## config.mk

```make
export PLATFORM = sky130hd
export DESIGN_NAME = nasti_stream_writer_flat
export DESIGN_NICKNAME = d
export VERILOG_FILES = /design/src/rtl/nasti_stream_writer_if.sv /design/src/rtl/nasti_stream_writer.sv /design/src/flat_wrapper.sv
export SDC_FILE = /design/constraint.sdc
export NUM_CORES = 1
export LEC_CHECK = 0
export BUFFER_PORTS_ARGS = -buffer_cell sky130_fd_sc_hd__buf_2
export CAP_MARGIN = 20
export CORE_MARGIN = 3
export CORE_UTILIZATION = 45
export DETAILED_ROUTE_END_ITERATION = 12
export PLACE_DENSITY = 0.68
export SYNTH_ARGS = -nofsm -noshare
export SYNTH_HDL_FRONTEND = slang
export SYNTH_SLANG_ARGS = --single-unit
```

## constraint.sdc

```tcl
create_clock -name aclk -period 14.9 [get_ports aclk]
set_input_delay 2.98 -clock aclk [delete_from_list [all_inputs] [get_ports aclk]]
set_output_delay 2.98 -clock aclk [all_outputs]
set_load 0.1 [all_outputs]
```

## src/rtl/nasti_stream_writer_if.sv

```systemverilog
// NASTI (AXI4) write-side bus: AW, W and B channels.
// The master modport is the data mover; the slave modport is the memory.
interface nasti_stream_writer_if #(
  parameter int ADDR_WIDTH = 64,
  parameter int DATA_WIDTH = 64
);
  logic [ADDR_WIDTH-1:0]   aw_addr;
  logic [7:0]              aw_len;
  logic [2:0]              aw_size;
  logic [1:0]              aw_burst;
  logic                    aw_valid;
  logic                    aw_ready;
  logic [DATA_WIDTH-1:0]   w_data;
  logic [DATA_WIDTH/8-1:0] w_strb;
  logic                    w_last;
  logic                    w_valid;
  logic                    w_ready;
  logic [1:0]              b_resp;
  logic                    b_valid;
  logic                    b_ready;

  modport master (
    output aw_addr, aw_len, aw_size, aw_burst, aw_valid,
    input  aw_ready,
    output w_data, w_strb, w_last, w_valid,
    input  w_ready,
    input  b_resp, b_valid,
    output b_ready
  );

  modport slave (
    input  aw_addr, aw_len, aw_size, aw_burst, aw_valid,
    output aw_ready,
    input  w_data, w_strb, w_last, w_valid,
    output w_ready,
    output b_resp, b_valid,
    input  b_ready
  );
endinterface

```

## src/rtl/nasti_stream_writer.sv

```systemverilog
// Stream-to-memory mover: takes one (dst, len) request, then writes the
// incoming stream to memory as a sequence of INCR bursts, one burst in
// flight at a time (AW, then its W beats, then its B response).
module nasti_stream_writer #(
  parameter int ADDR_WIDTH       = 64,
  parameter int DATA_WIDTH       = 64,
  parameter int MAX_BURST_LENGTH = 8
) (
  input  logic                  aclk,
  input  logic                  aresetn,
  input  logic [ADDR_WIDTH-1:0] req_dst,
  input  logic [ADDR_WIDTH-1:0] req_len,
  input  logic                  req_valid,
  output logic                  req_ready,
  output logic                  req_err,
  input  logic [DATA_WIDTH-1:0] s_data,
  input  logic                  s_last,
  input  logic                  s_valid,
  output logic                  s_ready,
  nasti_stream_writer_if.master m_axi
);

  localparam int SHIFT = $clog2(DATA_WIDTH / 8);
  localparam logic [ADDR_WIDTH-1:0] MAX_BEATS = ADDR_WIDTH'(MAX_BURST_LENGTH);

  typedef enum logic [1:0] {
    IDLE,
    ADDR,
    DATA,
    RESP
  } state_t;

  state_t                r_state;
  logic                  r_req_ready;
  logic                  r_req_err;
  logic [ADDR_WIDTH-1:0] r_addr;      // next burst start address
  logic [ADDR_WIDTH-1:0] r_beats;     // beats not yet assigned to a burst
  logic [ADDR_WIDTH-1:0] r_aw_addr;
  logic [7:0]            r_aw_len;
  logic                  r_aw_valid;
  logic [7:0]            r_cnt;       // beats left in current burst, minus one
  logic                  r_b_ready;

  logic [ADDR_WIDTH-1:0] w_req_addr;
  logic [ADDR_WIDTH-1:0] w_req_beats;
  logic [ADDR_WIDTH-1:0] w_src_addr;
  logic [ADDR_WIDTH-1:0] w_src_beats;
  logic [ADDR_WIDTH-1:0] w_burst;
  logic [ADDR_WIDTH-1:0] w_next_addr;
  logic [ADDR_WIDTH-1:0] w_next_beats;
  logic [7:0]            w_next_len;
  logic                  w_w_hs;
  logic                  w_last_beat;
  logic                  w_final_beat;
  logic                  w_b_hs;

  // Request values with the sub-word bits dropped.
  assign w_req_addr  = (req_dst >> SHIFT) << SHIFT;
  assign w_req_beats = req_len >> SHIFT;

  // A burst is issued either straight from the request (IDLE) or from the
  // running address/beat registers (after a B response).
  assign w_src_addr   = (r_state == IDLE) ? w_req_addr  : r_addr;
  assign w_src_beats  = (r_state == IDLE) ? w_req_beats : r_beats;
  assign w_burst      = (w_src_beats > MAX_BEATS) ? MAX_BEATS : w_src_beats;
  assign w_next_addr  = w_src_addr + (w_burst << SHIFT);
  assign w_next_beats = w_src_beats - w_burst;
  assign w_next_len   = 8'(w_burst - 1'b1);

  assign w_w_hs       = (r_state == DATA) && s_valid && m_axi.w_ready;
  assign w_last_beat  = (r_cnt == 8'd0);
  assign w_final_beat = w_last_beat && (r_beats == '0);
  assign w_b_hs       = r_b_ready && m_axi.b_valid;

  assign req_ready = r_req_ready;
  assign req_err   = r_req_err;

  assign m_axi.aw_addr  = r_aw_addr;
  assign m_axi.aw_len   = r_aw_len;
  assign m_axi.aw_size  = 3'(SHIFT);
  assign m_axi.aw_burst = 2'b01;
  assign m_axi.aw_valid = r_aw_valid;

  // W is a straight pass-through of the stream while a burst's data phase is open.
  assign m_axi.w_data  = s_data;
  assign m_axi.w_strb  = '1;
  assign m_axi.w_valid = (r_state == DATA) && s_valid;
  assign m_axi.w_last  = (r_state == DATA) && w_last_beat;
  assign s_ready       = (r_state == DATA) && m_axi.w_ready;

  assign m_axi.b_ready = r_b_ready;

  // Control FSM: request accept, burst issue, beat counting, response and error tracking.
  always_ff @(posedge aclk) begin
    if (!aresetn) begin
      r_state     <= IDLE;
      r_req_ready <= 1'b1;
      r_req_err   <= 1'b0;
      r_addr      <= '0;
      r_beats     <= '0;
      r_aw_addr   <= '0;
      r_aw_len    <= '0;
      r_aw_valid  <= 1'b0;
      r_cnt       <= '0;
      r_b_ready   <= 1'b0;
    end else begin
      case (r_state)
        IDLE: begin
          if (!r_req_ready) begin
            // One-cycle busy after an empty request.
            r_req_ready <= 1'b1;
          end else if (req_valid) begin
            r_req_err   <= 1'b0;
            r_req_ready <= 1'b0;
            if (w_req_beats == '0) begin
              r_addr  <= w_req_addr;
              r_beats <= '0;
            end else begin
              r_aw_addr  <= w_src_addr;
              r_aw_len   <= w_next_len;
              r_aw_valid <= 1'b1;
              r_cnt      <= w_next_len;
              r_beats    <= w_next_beats;
              r_addr     <= w_next_addr;
              r_state    <= ADDR;
            end
          end
        end

        ADDR: begin
          if (m_axi.aw_ready) begin
            r_aw_valid <= 1'b0;
            r_state    <= DATA;
          end
        end

        DATA: begin
          if (w_w_hs) begin
            // s_last must coincide exactly with the last beat of the whole request.
            if (w_final_beat != s_last) begin
              r_req_err <= 1'b1;
            end
            if (w_last_beat) begin
              r_b_ready <= 1'b1;
              r_state   <= RESP;
            end else begin
              r_cnt <= r_cnt - 8'd1;
            end
          end
        end

        RESP: begin
          if (w_b_hs) begin
            r_b_ready <= 1'b0;
            if (m_axi.b_resp != 2'b00) begin
              r_req_err <= 1'b1;
            end
            if (r_beats == '0) begin
              r_req_ready <= 1'b1;
              r_state     <= IDLE;
            end else begin
              r_aw_addr  <= w_src_addr;
              r_aw_len   <= w_next_len;
              r_aw_valid <= 1'b1;
              r_cnt      <= w_next_len;
              r_beats    <= w_next_beats;
              r_addr     <= w_next_addr;
              r_state    <= ADDR;
            end
          end
        end

        default: r_state <= IDLE;
      endcase
    end
  end

endmodule

```

## src/flat_wrapper.sv

```systemverilog
// flat-port wrapper written by rule: the top's interface ports become plain ports
module nasti_stream_writer_flat 
#(
  parameter int ADDR_WIDTH       = 64,
  parameter int DATA_WIDTH       = 64,
  parameter int MAX_BURST_LENGTH = 8
)
  (aclk, aresetn, req_dst, req_len, req_valid, req_ready, req_err, s_data, s_last, s_valid, s_ready, m_axi_aw_addr, m_axi_aw_len, m_axi_aw_size, m_axi_aw_burst, m_axi_aw_valid, m_axi_aw_ready, m_axi_w_data, m_axi_w_strb, m_axi_w_last, m_axi_w_valid, m_axi_w_ready, m_axi_b_resp, m_axi_b_valid, m_axi_b_ready);
  nasti_stream_writer_if #(.ADDR_WIDTH(ADDR_WIDTH), .DATA_WIDTH(DATA_WIDTH)) m_axi_i ();
  input  logic aclk;
  input  logic aresetn;
  input  logic [ADDR_WIDTH-1:0] req_dst;
  input  logic [ADDR_WIDTH-1:0] req_len;
  input  logic req_valid;
  output logic req_ready;
  output logic req_err;
  input  logic [DATA_WIDTH-1:0] s_data;
  input  logic s_last;
  input  logic s_valid;
  output logic s_ready;
  output wire logic [$bits(m_axi_i.aw_addr)-1:0] m_axi_aw_addr;
  output wire logic [$bits(m_axi_i.aw_len)-1:0] m_axi_aw_len;
  output wire logic [$bits(m_axi_i.aw_size)-1:0] m_axi_aw_size;
  output wire logic [$bits(m_axi_i.aw_burst)-1:0] m_axi_aw_burst;
  output wire logic [$bits(m_axi_i.aw_valid)-1:0] m_axi_aw_valid;
  input wire logic [$bits(m_axi_i.aw_ready)-1:0] m_axi_aw_ready;
  output wire logic [$bits(m_axi_i.w_data)-1:0] m_axi_w_data;
  output wire logic [$bits(m_axi_i.w_strb)-1:0] m_axi_w_strb;
  output wire logic [$bits(m_axi_i.w_last)-1:0] m_axi_w_last;
  output wire logic [$bits(m_axi_i.w_valid)-1:0] m_axi_w_valid;
  input wire logic [$bits(m_axi_i.w_ready)-1:0] m_axi_w_ready;
  input wire logic [$bits(m_axi_i.b_resp)-1:0] m_axi_b_resp;
  input wire logic [$bits(m_axi_i.b_valid)-1:0] m_axi_b_valid;
  output wire logic [$bits(m_axi_i.b_ready)-1:0] m_axi_b_ready;
  assign m_axi_aw_addr = m_axi_i.aw_addr;
  assign m_axi_aw_len = m_axi_i.aw_len;
  assign m_axi_aw_size = m_axi_i.aw_size;
  assign m_axi_aw_burst = m_axi_i.aw_burst;
  assign m_axi_aw_valid = m_axi_i.aw_valid;
  assign m_axi_i.aw_ready = m_axi_aw_ready;
  assign m_axi_w_data = m_axi_i.w_data;
  assign m_axi_w_strb = m_axi_i.w_strb;
  assign m_axi_w_last = m_axi_i.w_last;
  assign m_axi_w_valid = m_axi_i.w_valid;
  assign m_axi_i.w_ready = m_axi_w_ready;
  assign m_axi_i.b_resp = m_axi_b_resp;
  assign m_axi_i.b_valid = m_axi_b_valid;
  assign m_axi_b_ready = m_axi_i.b_ready;
  nasti_stream_writer #(.ADDR_WIDTH(ADDR_WIDTH), .DATA_WIDTH(DATA_WIDTH), .MAX_BURST_LENGTH(MAX_BURST_LENGTH)) u_core (.aclk(aclk), .aresetn(aresetn), .req_dst(req_dst), .req_len(req_len), .req_valid(req_valid), .req_ready(req_ready), .req_err(req_err), .s_data(s_data), .s_last(s_last), .s_valid(s_valid), .s_ready(s_ready), .m_axi(m_axi_i));
endmodule
```

==> results.sh, run 1 <==
export IMPL_hold_viol=0
export IMPL_grtUsageMet3_pct=5.343
export IMPL_synth_edf_count=0
export IMPL_synth_avg_cell_area_sq_um=7.348
export IMPL_synth_top_area_share_pct=25.82
export IMPL_cts_hold_buffers_added=0
export IMPL_root_buffer="clkbuf_16"
export IMPL_cts_buffer_depth=3
export IMPL_synthArstFlopShare_pct=0
export IMPL_p_switching_mw=2.280
export IMPL_yosys_register_bits=214
export IMPL_vias=17280
export IMPL_peakVddDrop_v=0.0001625
export IMPL_synth_largest_area_cell="dfxtp_1"
export IMPL_die_h_um=198.0
export IMPL_coreArea_sq_um=35910
export IMPL_clk_latency_ns=0.55
export IMPL_fin_nets=2639
export IMPL_htreeDepth=1
export IMPL_synthMuxAreaShare_pct=6.825
export IMPL_cts_resized_gates=0
export IMPL_wl_per_cell_um=19.68
export IMPL_cts_sinks=214
export IMPL_max_stage_delay_ns=0.65
export IMPL_drv_cap=0
export IMPL_fin_crit_sh_pct=60.65
export IMPL_clockPowerShare_pct=15.8
export IMPL_r2r_slack_ns=6.42
export IMPL_rr_worst_depth=22
export IMPL_first_iter_violations=1439
export IMPL_grt_pass1_wl_mm=87.50
export IMPL_grt_busiest_layer="met2"
export IMPL_setup_ws_ns=5.862
export IMPL_max_slew_margin_pct=39.31
export IMPL_die_area_sq_um=39210
export IMPL_track_usage_pct=27.17
export IMPL_setup_viol=0
export IMPL_worst_pin_slew_ns=0.9098
export IMPL_dp_hpwl_mm=39.59
export IMPL_p_comb_share_pct=63.4
export IMPL_gp_congestion=0.9580
export IMPL_fmax_mhz=110.7
export IMPL_p_int_mw=2.099
export IMPL_finalSetupTns_ns=0
export IMPL_syn_area_sq_um=16590
export IMPL_fin_crit_ns=9.038
export IMPL_synthCells=2258
export IMPL_r2r_end="u_core.r_addr[63]"
export IMPL_area_delta_synth_final_pct=11.31
export IMPL_path_depth=17
export IMPL_required_ns=15.34
export IMPL_ys_top_cells_by_area="dfxtp_1, a21oi_1, nand2_1"
export IMPL_synth_cell_types=85
export IMPL_worst_path_max_fanout=4
export IMPL_start_kind="input port"
export IMPL_yosysSeqAreaShare_pct=25.82
export IMPL_portBuffers=210
export IMPL_instances_no_fill=2848
export IMPL_rows=69
export IMPL_path_clk_slew_ns=0.06
export IMPL_r2r_start="u_core.r_state[0]"
export IMPL_overflow=0
export IMPL_hp_class="flop to flop"
export IMPL_yosys_area_share_simple_pct=24.76
export IMPL_ys_flop_type="dfxtp_1"
export IMPL_path_cells="buf_2 -> nor4_1 -> a22oi_1 -> or3_1 -> nand4b_1 -> or4_1 -> or4_1 -> ha_1 -> nor2b_1 -> a31oi_1 -> o31a_1 -> a211oi_1 -> nor2_1 -> o21ba_2 -> o41ai_1 -> mux2_2 -> nor4b_1"
export IMPL_preCtsSetupSlack_ns=5.576
export IMPL_arrival_ns=9.48
export IMPL_cts_made_buffers=26
export IMPL_ys_warn_count=0
export IMPL_grtUsageMet2_pct=44.48
export IMPL_whs_ns=0.4442
export IMPL_post_cts_buffers=0
export IMPL_crit_type="input port to flop"
export IMPL_pwr_share_seq_pct=20.8
export IMPL_die_width_um=198.0
export IMPL_crit_top_cell="or4_1"
export IMPL_layout_drive_gt1_share_pct=16.26
export IMPL_endpoint="u_core.r_addr[63]"
export IMPL_fin_worst_skew_ns=0.01902
export IMPL_initial_core_util_pct=46.20
export IMPL_status="completed"
export IMPL_crit_path_top_delay_cell="or4_1"
export IMPL_slew_viol_final=0
export IMPL_viasPerCell=6.068
export IMPL_grt_antenna_before_repair=4
export IMPL_endpoint_kind="flop"
export IMPL_synth_fa_ha_area_share_pct=5.248
export IMPL_synth_compound_area_share_pct=24.70
export IMPL_path_buf_inv=1
export IMPL_yosys_area_share_xor_xnor_pct=5.067
export IMPL_use_met1_pct=35.36
export IMPL_startpoint="req_len[32]"
export IMPL_grt_max_degree=154
export IMPL_path_delay_family="simple AND/OR/NAND/NOR gates"
export IMPL_grt_pass1_vias=16410
export IMPL_powerDensity_nw_per_um2=237.1
export IMPL_io_pin_count=358
export IMPL_dr_pass1_iters=6
export IMPL_dp_cells=2801
export IMPL_rsz0062_at_grt="false"
export IMPL_p_sw_share_pct=52.07
export IMPL_drtAntennaViolNets=0
export IMPL_synth_top_family_by_area="simple AND/OR/NAND/NOR gates"
export IMPL_cts_tree="built"
export IMPL_power_leakage_nw=7.753
export IMPL_route_detailed_drc=0
export IMPL_wl_mm=56.06
registers in the layout, indices dropped and copies added, names as in the netlist:
signal / cells
u_core.r_beats: 64
u_core.req_err: 1
u_core.m_axi.aw_valid: 1
u_core.r_state: 2
u_core.m_axi.b_ready: 1
u_core.r_addr: 64
u_core.m_axi.aw_addr: 64
u_core.r_cnt: 8
u_core.m_axi.aw_len: 8
u_core.req_ready: 1
tightest hold or removal path, cell delays in order (launching register included):
cell and delay (ns):
dfxtp_1 0.32, nand2_1 0.06, a21oi_1 0.03
how the worst min path moves through the flow:
stage,startpoint,to,slack [ns],cells past startpoint
5_1_grt,u_core.r_beats[63],u_core.r_beats[63],0.46,2
3_3_place_gp,u_core.r_beats[63],u_core.r_beats[63],0.43,2
6_report,u_core.r_beats[63],u_core.r_beats[63],0.44,2
3_5_place_dp,u_core.r_beats[63],u_core.r_beats[63],0.43,2
2_1_floorplan,u_core.r_beats[63],u_core.r_beats[63],0.41,2
4_1_cts,u_core.r_beats[63],u_core.r_beats[63],0.44,2
synthesized netlist by cell type, types with 9 or more instances:
cell type,count
buf_4,77
clkbuf_1,110
or2_2,12
dfxtp_1,214
nor3_1,72
buf_2,9
or3_1,19
nor4_1,36
mux2_2,73
and2_1,18
or4_1,15
buf_1,16
ha_1,68
o21ai_0,152
nor2b_1,15
o211ai_1,18
a311oi_1,18
inv_1,27
mux2i_1,31
a21oi_1,266
nand3_1,45
nand2_1,337
a211oi_1,19
nor2_1,172
a21o_1,36
nand4_1,30
a31oi_1,18
and3_1,29
xnor2_1,46
a22oi_1,33
xor2_1,50
nand2b_1,18
o22ai_1,14
power by group through the flow:
stage | Clock [mW] | Combinational (mW) | Sequential [mW]
after floorplan | 0 | 1.88 | 1.25
after global placement | 0 | 2.66 | 0.905
after detailed placement | 0 | 2.68 | 0.915
after CTS | 0.708 | 2.70 | 0.906
after global routing | 0.725 | 3.03 | 0.932
final | 0.692 | 2.78 | 0.911
cell families (layout without fill, tap and decap cells):
| family | count (synthesis) | count (layout) |
|---|---|---|
| xor+xnor | 96 | 96 |
| buf+inv | 245 | 305 |
| fa+ha+maj | 69 | 69 |
| compound gates | 669 | 669 |
| other cells | 2 | 71 |
| flops | 214 | 214 |
| mux | 104 | 104 |
| simple gates | 859 | 859 |
per-layer routing:
layer	share of wire, %	wire, um	up-vias
met5	0.075	42	-
met3	7.8	4369	131
met4	4.0	2255	6
met1	43	24050	8146
li1	-	-	8257
met2	45	25340	743
area by class of cell:
class | count | area (sq um)
Antenna cell | 1 | 2.502
Clock buffer | 34 | 752.0
Clock inverter | 12 | 171.4
Fill cell | 3634 | 17450
Inverter | 29 | 111.4
Multi-Input combinational cell | 1867 | 11360
Sequential cell | 214 | 4284
Tap cell | 461 | 576.8
Timing Repair Buffer | 230 | 1214
cell usage in the layout, fill, tap and decap left out, types with 31 or more instances in the layout:
cell type / n
nor3_1: 72
xnor2_1: 46
buf_2: 210
mux2_2: 73
a21oi_1: 266
nand2_1: 337
a21o_1: 36
conb_1: 70
xor2_1: 50
mux2i_1: 31
nor2_1: 170
dfxtp_1: 214
ha_1: 67
nor4_1: 36
o21ai_0: 152
nand3_1: 43
a22oi_1: 33
metrics by stage:
| step | cell area [sq um] | total power [mW] | utilization [%] |
|---|---|---|---|
| after global routing | 18470 | 4.689 | 51.42 |
| after global placement | 17540 | 3.562 | 48.85 |
| final | 18470 | 4.378 | 51.42 |
| after floorplan | 16850 | 3.131 | - |
| after CTS | 18470 | 4.313 | 51.42 |
| after detailed placement | 17540 | 3.599 | 48.85 |
Note: power is estimated with default switching activity, not from simulation.
==> run 2, diff against run 1 <==
--- a/config.mk
+++ b/config.mk
@@ -10,7 +10,7 @@
 export CORE_MARGIN = 3
 export CORE_UTILIZATION = 45
 export DETAILED_ROUTE_END_ITERATION = 12
-export PLACE_DENSITY = 0.68
+export PLACE_DENSITY = 0.71
 export SYNTH_ARGS = -nofsm -noshare
 export SYNTH_HDL_FRONTEND = slang
 export SYNTH_SLANG_ARGS = --single-unit
==> constraint.sdc (replaced) <==
create_clock -name aclk -period 7.4 [get_ports aclk]
set_input_delay 1.48 -clock aclk [delete_from_list [all_inputs] [get_ports aclk]]
set_output_delay 1.48 -clock aclk [all_outputs]
set_load 0.1 [all_outputs]
==> run 2 against run 1 <==
Sequential power grew 100%. Sequential cell count did not move. Cell area is 1.6% higher. Clock power grew 110%. Non-clock buffer count up 33. Highest routed layer unchanged. Register-to-register slack got worse by 5.6 ns. Critical endpoint unchanged. Worst setup slack lost 5.1 ns.
==> results.sh, run 2 (synthesis results as in run 1) <==
export IMPL_hold_viol=0
export IMPL_route_detailed_drc=0
export IMPL_cts_sinks=214
export IMPL_pwr_share_seq_pct=20.3
export IMPL_rr_worst_depth=25
export IMPL_root_buffer="clkbuf_16"
export IMPL_layout_drive_gt1_share_pct=17.40
export IMPL_p_int_mw=4.383
export IMPL_first_iter_violations=1453
export IMPL_endpoint_kind="flop"
export IMPL_fin_area_sq_um=18760
export IMPL_cts_buffer_depth=3
export IMPL_coreArea_sq_um=35910
export IMPL_fillCellCount=3571
export IMPL_grt_pass1_vias=16460
export IMPL_die_width_um=198.0
export IMPL_dr_pass1_iters=5
export IMPL_htreeDepth=1
export IMPL_vias=17350
export IMPL_die_h_um=198.0
export IMPL_min_to="u_core.r_beats[63]"
export IMPL_slew_viol_final=0
export IMPL_preCtsSetupSlack_ns=0.3968
export IMPL_clockPowerShare_pct=16.1
export IMPL_crit_type="flop to flop"
export IMPL_drtAntennaViolNets=0
export IMPL_clk_latency_ns=0.55
export IMPL_rsz0062_at_grt="false"
export IMPL_path_clk_slew_ns=0.06
export IMPL_max_slew_margin_pct=34.94
export IMPL_post_cts_buffers=0
export IMPL_arrival_ns=7.04
export IMPL_required_ns=7.83
export IMPL_min_from="u_core.r_beats[63]"
export IMPL_worst_pin_slew_ns=0.9736
export IMPL_r2r_start="u_core.r_state[0]"
export IMPL_fmax_mhz=151.2
export IMPL_setup_viol=0
export IMPL_setup_ws_ns=0.7855
export IMPL_rows=69
export IMPL_fin_nets=2672
export IMPL_hp_class="flop to flop"
export IMPL_cts_hold_buffers_added=0
export IMPL_die_area_sq_um=39210
export IMPL_peakVddDrop_v=0.0002770
export IMPL_p_sw_share_pct=51.40
export IMPL_initial_core_util_pct=46.20
export IMPL_fin_crit_sh_pct=89.38
export IMPL_final_cell_mix="nand2_1, a21oi_1, dfxtp_1, buf_2, nor2_1"
export IMPL_wl_mm=56.87
export IMPL_post_dp_cell_area_sq_um=17800
export IMPL_worst_path_max_fanout=53
export IMPL_wl_per_cell_um=19.74
export IMPL_r2r_end="u_core.r_addr[63]"
export IMPL_fin_worst_skew_ns=0.02533
export IMPL_min_path_cells=2
export IMPL_area_delta_synth_final_pct=13.09
export IMPL_r2r_slack_ns=0.79
export IMPL_p_switching_mw=4.635
export IMPL_instances_no_fill=2881
export IMPL_portBuffers=210
export IMPL_overflow=0
export IMPL_viasPerCell=6.023
export IMPL_final_common_cell="nand2_1"
export IMPL_cts_resized_gates=0
export IMPL_start_kind="flop"
export IMPL_drv_cap=0
export IMPL_grt_antenna_before_repair=1
export IMPL_dp_cells=2834
export IMPL_dp_hpwl_mm=41.08
export IMPL_cts_tree="built"
export IMPL_finalSetupTns_ns=0
export IMPL_grt_pass1_wl_mm=88.42
export IMPL_fin_crit_ns=6.614
export IMPL_io_pin_count=358
export IMPL_p_comb_share_pct=63.6
export IMPL_powerDensity_nw_per_um2=480.6
export IMPL_grt_max_degree=80
export IMPL_track_usage_pct=27.64
export IMPL_power_leakage_nw=7.934
export IMPL_status="completed"
export IMPL_cts_made_buffers=26
export IMPL_gp_congestion=0.9983
[run 2: per-stage QoR]
stage | hold WS [ns] | util (%) | power (mW)
global placement | 0.4237 | 49.56 | 7.306
finish | 0.4448 | 52.25 | 9.017
global route | 0.4567 | 52.24 | 9.631
floorplan | 0.4122 | - | 6.305
detailed placement | 0.4308 | 49.56 | 7.381
CTS | 0.4414 | 52.24 | 8.872
[run 2: layer usage]
metal / part of all wire, % / track usage, %
met1: 43 / 36.80
met2: 45 / 45.10
met3: 7.8 / 4.594
met4: 3.9 / 10.33
met5: 0.023 / 0.6173
[run 2: final cells by class]
class                      count  area (sq um)  share of cell area, %
timing repair buffer         263          1461                  7.788
sequential                   214          4284                  22.83
tap                          461         576.8                  3.074
antenna                        1         2.502                0.01334
multi-input combinational   1867         11370                  60.57
clock inverter                13         224.0                  1.194
inverter                      29         111.4                 0.5935
clock buffer                  33         738.2                  3.934
[run 2: worst max path at each step]
stage,from,to,slack [ns],depth (start not counted)
after floorplan,req_len[32],u_core.r_addr[63],0.99,16
after global placement,req_len[32],u_core.r_addr[63],0.36,19
after detailed placement,req_len[32],u_core.r_addr[63],0.40,19
after CTS,u_core.r_state[0],u_core.r_addr[63],0.85,25
after global routing,u_core.r_state[0],u_core.r_addr[63],0.38,25
final,u_core.r_state[0],u_core.r_addr[63],0.79,25
[run 2: power groups by stage]
stage,sequential [mW],combinational [mW],clock [mW]
after floorplan,2.51,3.80,0
after global placement,1.82,5.48,0
after detailed placement,1.84,5.54,0
after CTS,1.82,5.58,1.47
after global routing,1.87,6.24,1.52
final,1.83,5.74,1.45
[run 2: worst max-delay path, stage by stage, from the launching register on]
cell and delay, ns:
dfxtp_1 0.35, inv_1 0.16, ha_4 0.59, buf_12 0.26, buf_4 0.38, nor3b_1 0.29
o21ai_0 0.27, nor2b_1 0.22, nor4_1 0.24, buf_4 0.18, nand3_1 0.21, nor2_1 0.25
ha_1 0.26, fa_1 0.24, a21oi_1 0.08, nor2b_1 0.15, a31oi_1 0.14, o31a_1 0.39
a211oi_1 0.22, buf_4 0.17, nor2_1 0.06, o21ba_2 0.24, o41ai_1 0.34, buf_4 0.18
mux2_2 0.32, nor4b_1 0.29
==> run 3, diff against run 2 <==
--- a/config.mk
+++ b/config.mk
@@ -8,9 +8,9 @@
 export BUFFER_PORTS_ARGS = -buffer_cell sky130_fd_sc_hd__buf_2
 export CAP_MARGIN = 20
 export CORE_MARGIN = 3
-export CORE_UTILIZATION = 45
+export CORE_UTILIZATION = 50
 export DETAILED_ROUTE_END_ITERATION = 12
-export PLACE_DENSITY = 0.71
+export PLACE_DENSITY = 0.77
 export SYNTH_ARGS = -nofsm -noshare
 export SYNTH_HDL_FRONTEND = slang
 export SYNTH_SLANG_ARGS = --single-unit
==> run 3 against run 2 <==
Global-route usage rose by 2.7 points. Clock skew shrank 0.013 ns. Highest routed layer unchanged. Hold slack improved by 0.0056 ns. Largest cell class unchanged. Critical endpoint unchanged. Sequential power barely moved. Die area fell by 9.7%.
==> results.sh, run 3 (synthesis results as in run 1) <==
export IMPL_track_usage_pct=30.35
export IMPL_drv_cap=0
export IMPL_status="completed"
export IMPL_clk_latency_ns=0.55
export IMPL_wl_mm=56.08
export IMPL_highest_layer="met5"
export IMPL_required_ns=7.85
export IMPL_cts_hold_buffers_added=0
export IMPL_grt_pass1_wl_mm=89.18
export IMPL_post_dp_cell_area_sq_um=17740
export IMPL_hp_class="flop to flop"
export IMPL_worst_path_max_fanout=55
export IMPL_route_detailed_drc=0
export IMPL_start_kind="flop"
export IMPL_instances_no_fill=2859
export IMPL_cts_made_buffers=26
export IMPL_routedLengthMet1_mm=23.34
export IMPL_powerDensity_nw_per_um2=476.3
export IMPL_clockPowerShare_pct=14.8
export IMPL_fin_crit_sh_pct=91.16
export IMPL_post_cts_buffers=0
export IMPL_die_width_um=188.2
export IMPL_fin_nets=2668
export IMPL_die_area_sq_um=35410
export IMPL_p_switching_mw=4.660
export IMPL_power_mw=8.866
export IMPL_rr_worst_depth=20
export IMPL_worst_pin_slew_ns=0.9854
export IMPL_dp_hpwl_mm=40.68
export IMPL_arrival_ns=7.19
export IMPL_peakVddDrop_v=0.0002685
export IMPL_root_buffer="clkbuf_16"
export IMPL_min_to="u_core.m_axi.aw_addr[58]"
export IMPL_first_iter_violations=1702
export IMPL_min_from="u_core.m_axi.aw_addr[58]"
export IMPL_rows=66
export IMPL_cts_buffer_depth=3
export IMPL_portBuffers=210
export IMPL_power_leakage_nw=7.873
export IMPL_viasPerCell=6.158
export IMPL_r2r_slack_ns=0.65
export IMPL_r2r_end="u_core.r_addr[63]"
export IMPL_die_h_um=188.2
export IMPL_wl_met3_mm=4.606
export IMPL_overflow=0
export IMPL_final_common_cell="nand2_1"
export IMPL_wl_per_cell_um=19.62
export IMPL_dp_cells=2811
export IMPL_diodes=0
export IMPL_crit_path_top_delay_cell="or4_1"
export IMPL_fillCellCount=3116
export IMPL_p_comb_share_pct=64.4
export IMPL_path_delay_family="simple AND/OR/NAND/NOR gates"
export IMPL_gp_congestion=0.9748
export IMPL_max_stage_delay_ns=0.61
export IMPL_fmax_mhz=148.2
export IMPL_slew_viol_final=0
export IMPL_grt_antenna_before_repair=1
export IMPL_io_pin_count=358
export IMPL_fin_util_pct=57.07
export IMPL_vias=17610
export IMPL_path_cells="inv_1 -> ha_4 -> inv_2 -> o31ai_1 -> nor4b_1 -> nand4b_1 -> or4_1 -> or4_1 -> ha_1 -> nor2b_1 -> a31oi_1 -> o31a_1 -> a211oi_1 -> buf_4 -> nor2_1 -> o21ba_2 -> o41ai_1 -> buf_4 -> mux2_2 -> nor4b_1"
export IMPL_cts_sinks=214
export IMPL_endpoint_kind="flop"
export IMPL_drtAntennaViolNets=0
export IMPL_path_buf_inv=4
export IMPL_rsz0062_at_grt="false"
export IMPL_wl_met2_mm=25.56
export IMPL_dr_pass1_iters=5
export IMPL_grt_pass1_vias=17060
export IMPL_pwr_share_seq_pct=20.8
export IMPL_fin_crit_ns=6.746
export IMPL_layout_drive_gt1_share_pct=17.38
export IMPL_fin_area_sq_um=18610
export IMPL_r2r_start="u_core.r_state[0]"
export IMPL_p_sw_share_pct=52.56
export IMPL_cts_tree="built"
export IMPL_htreeDepth=1
export IMPL_path_clk_slew_ns=0.06
export IMPL_cts_resized_gates=0
export IMPL_max_slew_margin_pct=34.30
export IMPL_hold_viol=0
export IMPL_setup_viol=0
export IMPL_coreArea_sq_um=32620
export IMPL_finalSetupTns_ns=0
export IMPL_final_cell_mix="nand2_1, a21oi_1, dfxtp_1, buf_2, nor2_1"
export IMPL_crit_type="flop to flop"
export IMPL_grt_max_degree=83
export IMPL_initial_core_util_pct=50.87
export IMPL_fin_worst_skew_ns=0.01190
export IMPL_area_delta_synth_final_pct=12.19
export IMPL_p_int_mw=4.206
export IMPL_min_path_cells=2
-- run 3: layout make-up --
type | instances | area (sq um) | area share, %
clock buffer | 30 | 706.9 | 3.798
clock inverter | 18 | 170.2 | 0.9142
inverter | 29 | 111.4 | 0.5982
multi-input combinational | 1867 | 11360 | 61.01
sequential | 214 | 4284 | 23.02
tap | 442 | 553.0 | 2.971
timing repair buffer | 259 | 1431 | 7.690
-- run 3: metrics by stage --
| stage | setup WS [ns] | hold slack, ns |
|---|---|---|
| floorplan | 0.9889 | 0.4122 |
| global placement | 0.4641 | 0.4347 |
| detailed placement | 0.4350 | 0.4424 |
| CTS | 0.8057 | 0.4518 |
| global route | 0.2059 | 0.4737 |
| finish | 0.6543 | 0.4504 |
-- run 3: worst max path at each step --
stage	from	endpoint	cells after the start
floorplan	req_len[32]	u_core.r_addr[63]	16
global placement	req_len[32]	u_core.r_addr[63]	19
detailed placement	req_len[32]	u_core.r_addr[63]	19
CTS	u_core.r_state[0]	u_core.r_addr[63]	20
global route	u_core.r_state[0]	u_core.r_addr[63]	20
finish	u_core.r_state[0]	u_core.r_addr[63]	20
-- run 3: worst reg2reg max path, cell delays in order (launching register included) --
cell and delay (ns):
dfxtp_1 0.36, inv_1 0.17, ha_4 0.59, inv_2 0.31, o31ai_1 0.37, nor4b_1 0.50, nand4b_1 0.31, or4_1 0.61
or4_1 0.56, ha_1 0.36, nor2b_1 0.22, a31oi_1 0.15, o31a_1 0.35, a211oi_1 0.20, buf_4 0.17, nor2_1 0.06
o21ba_2 0.24, o41ai_1 0.32, buf_4 0.18, mux2_2 0.33, nor4b_1 0.28
-- run 3: power groups by stage --
stage	sequential (mW)	clock, mW	combinational [mW]
4_1_cts	1.83	1.33	5.54
3_3_place_gp	1.83	0	5.43
3_5_place_dp	1.85	0	5.51
5_1_grt	1.88	1.38	6.22
2_1_floorplan	2.51	0	3.80
6_report	1.84	1.31	5.71
-- run 3: routing by layer --
metal	vias to the layer above	track usage [%]
met2	826	49.65
met4	2	14.03
met3	172	4.917
met1	8294	39.27
met5	-	0
li1	8311	-
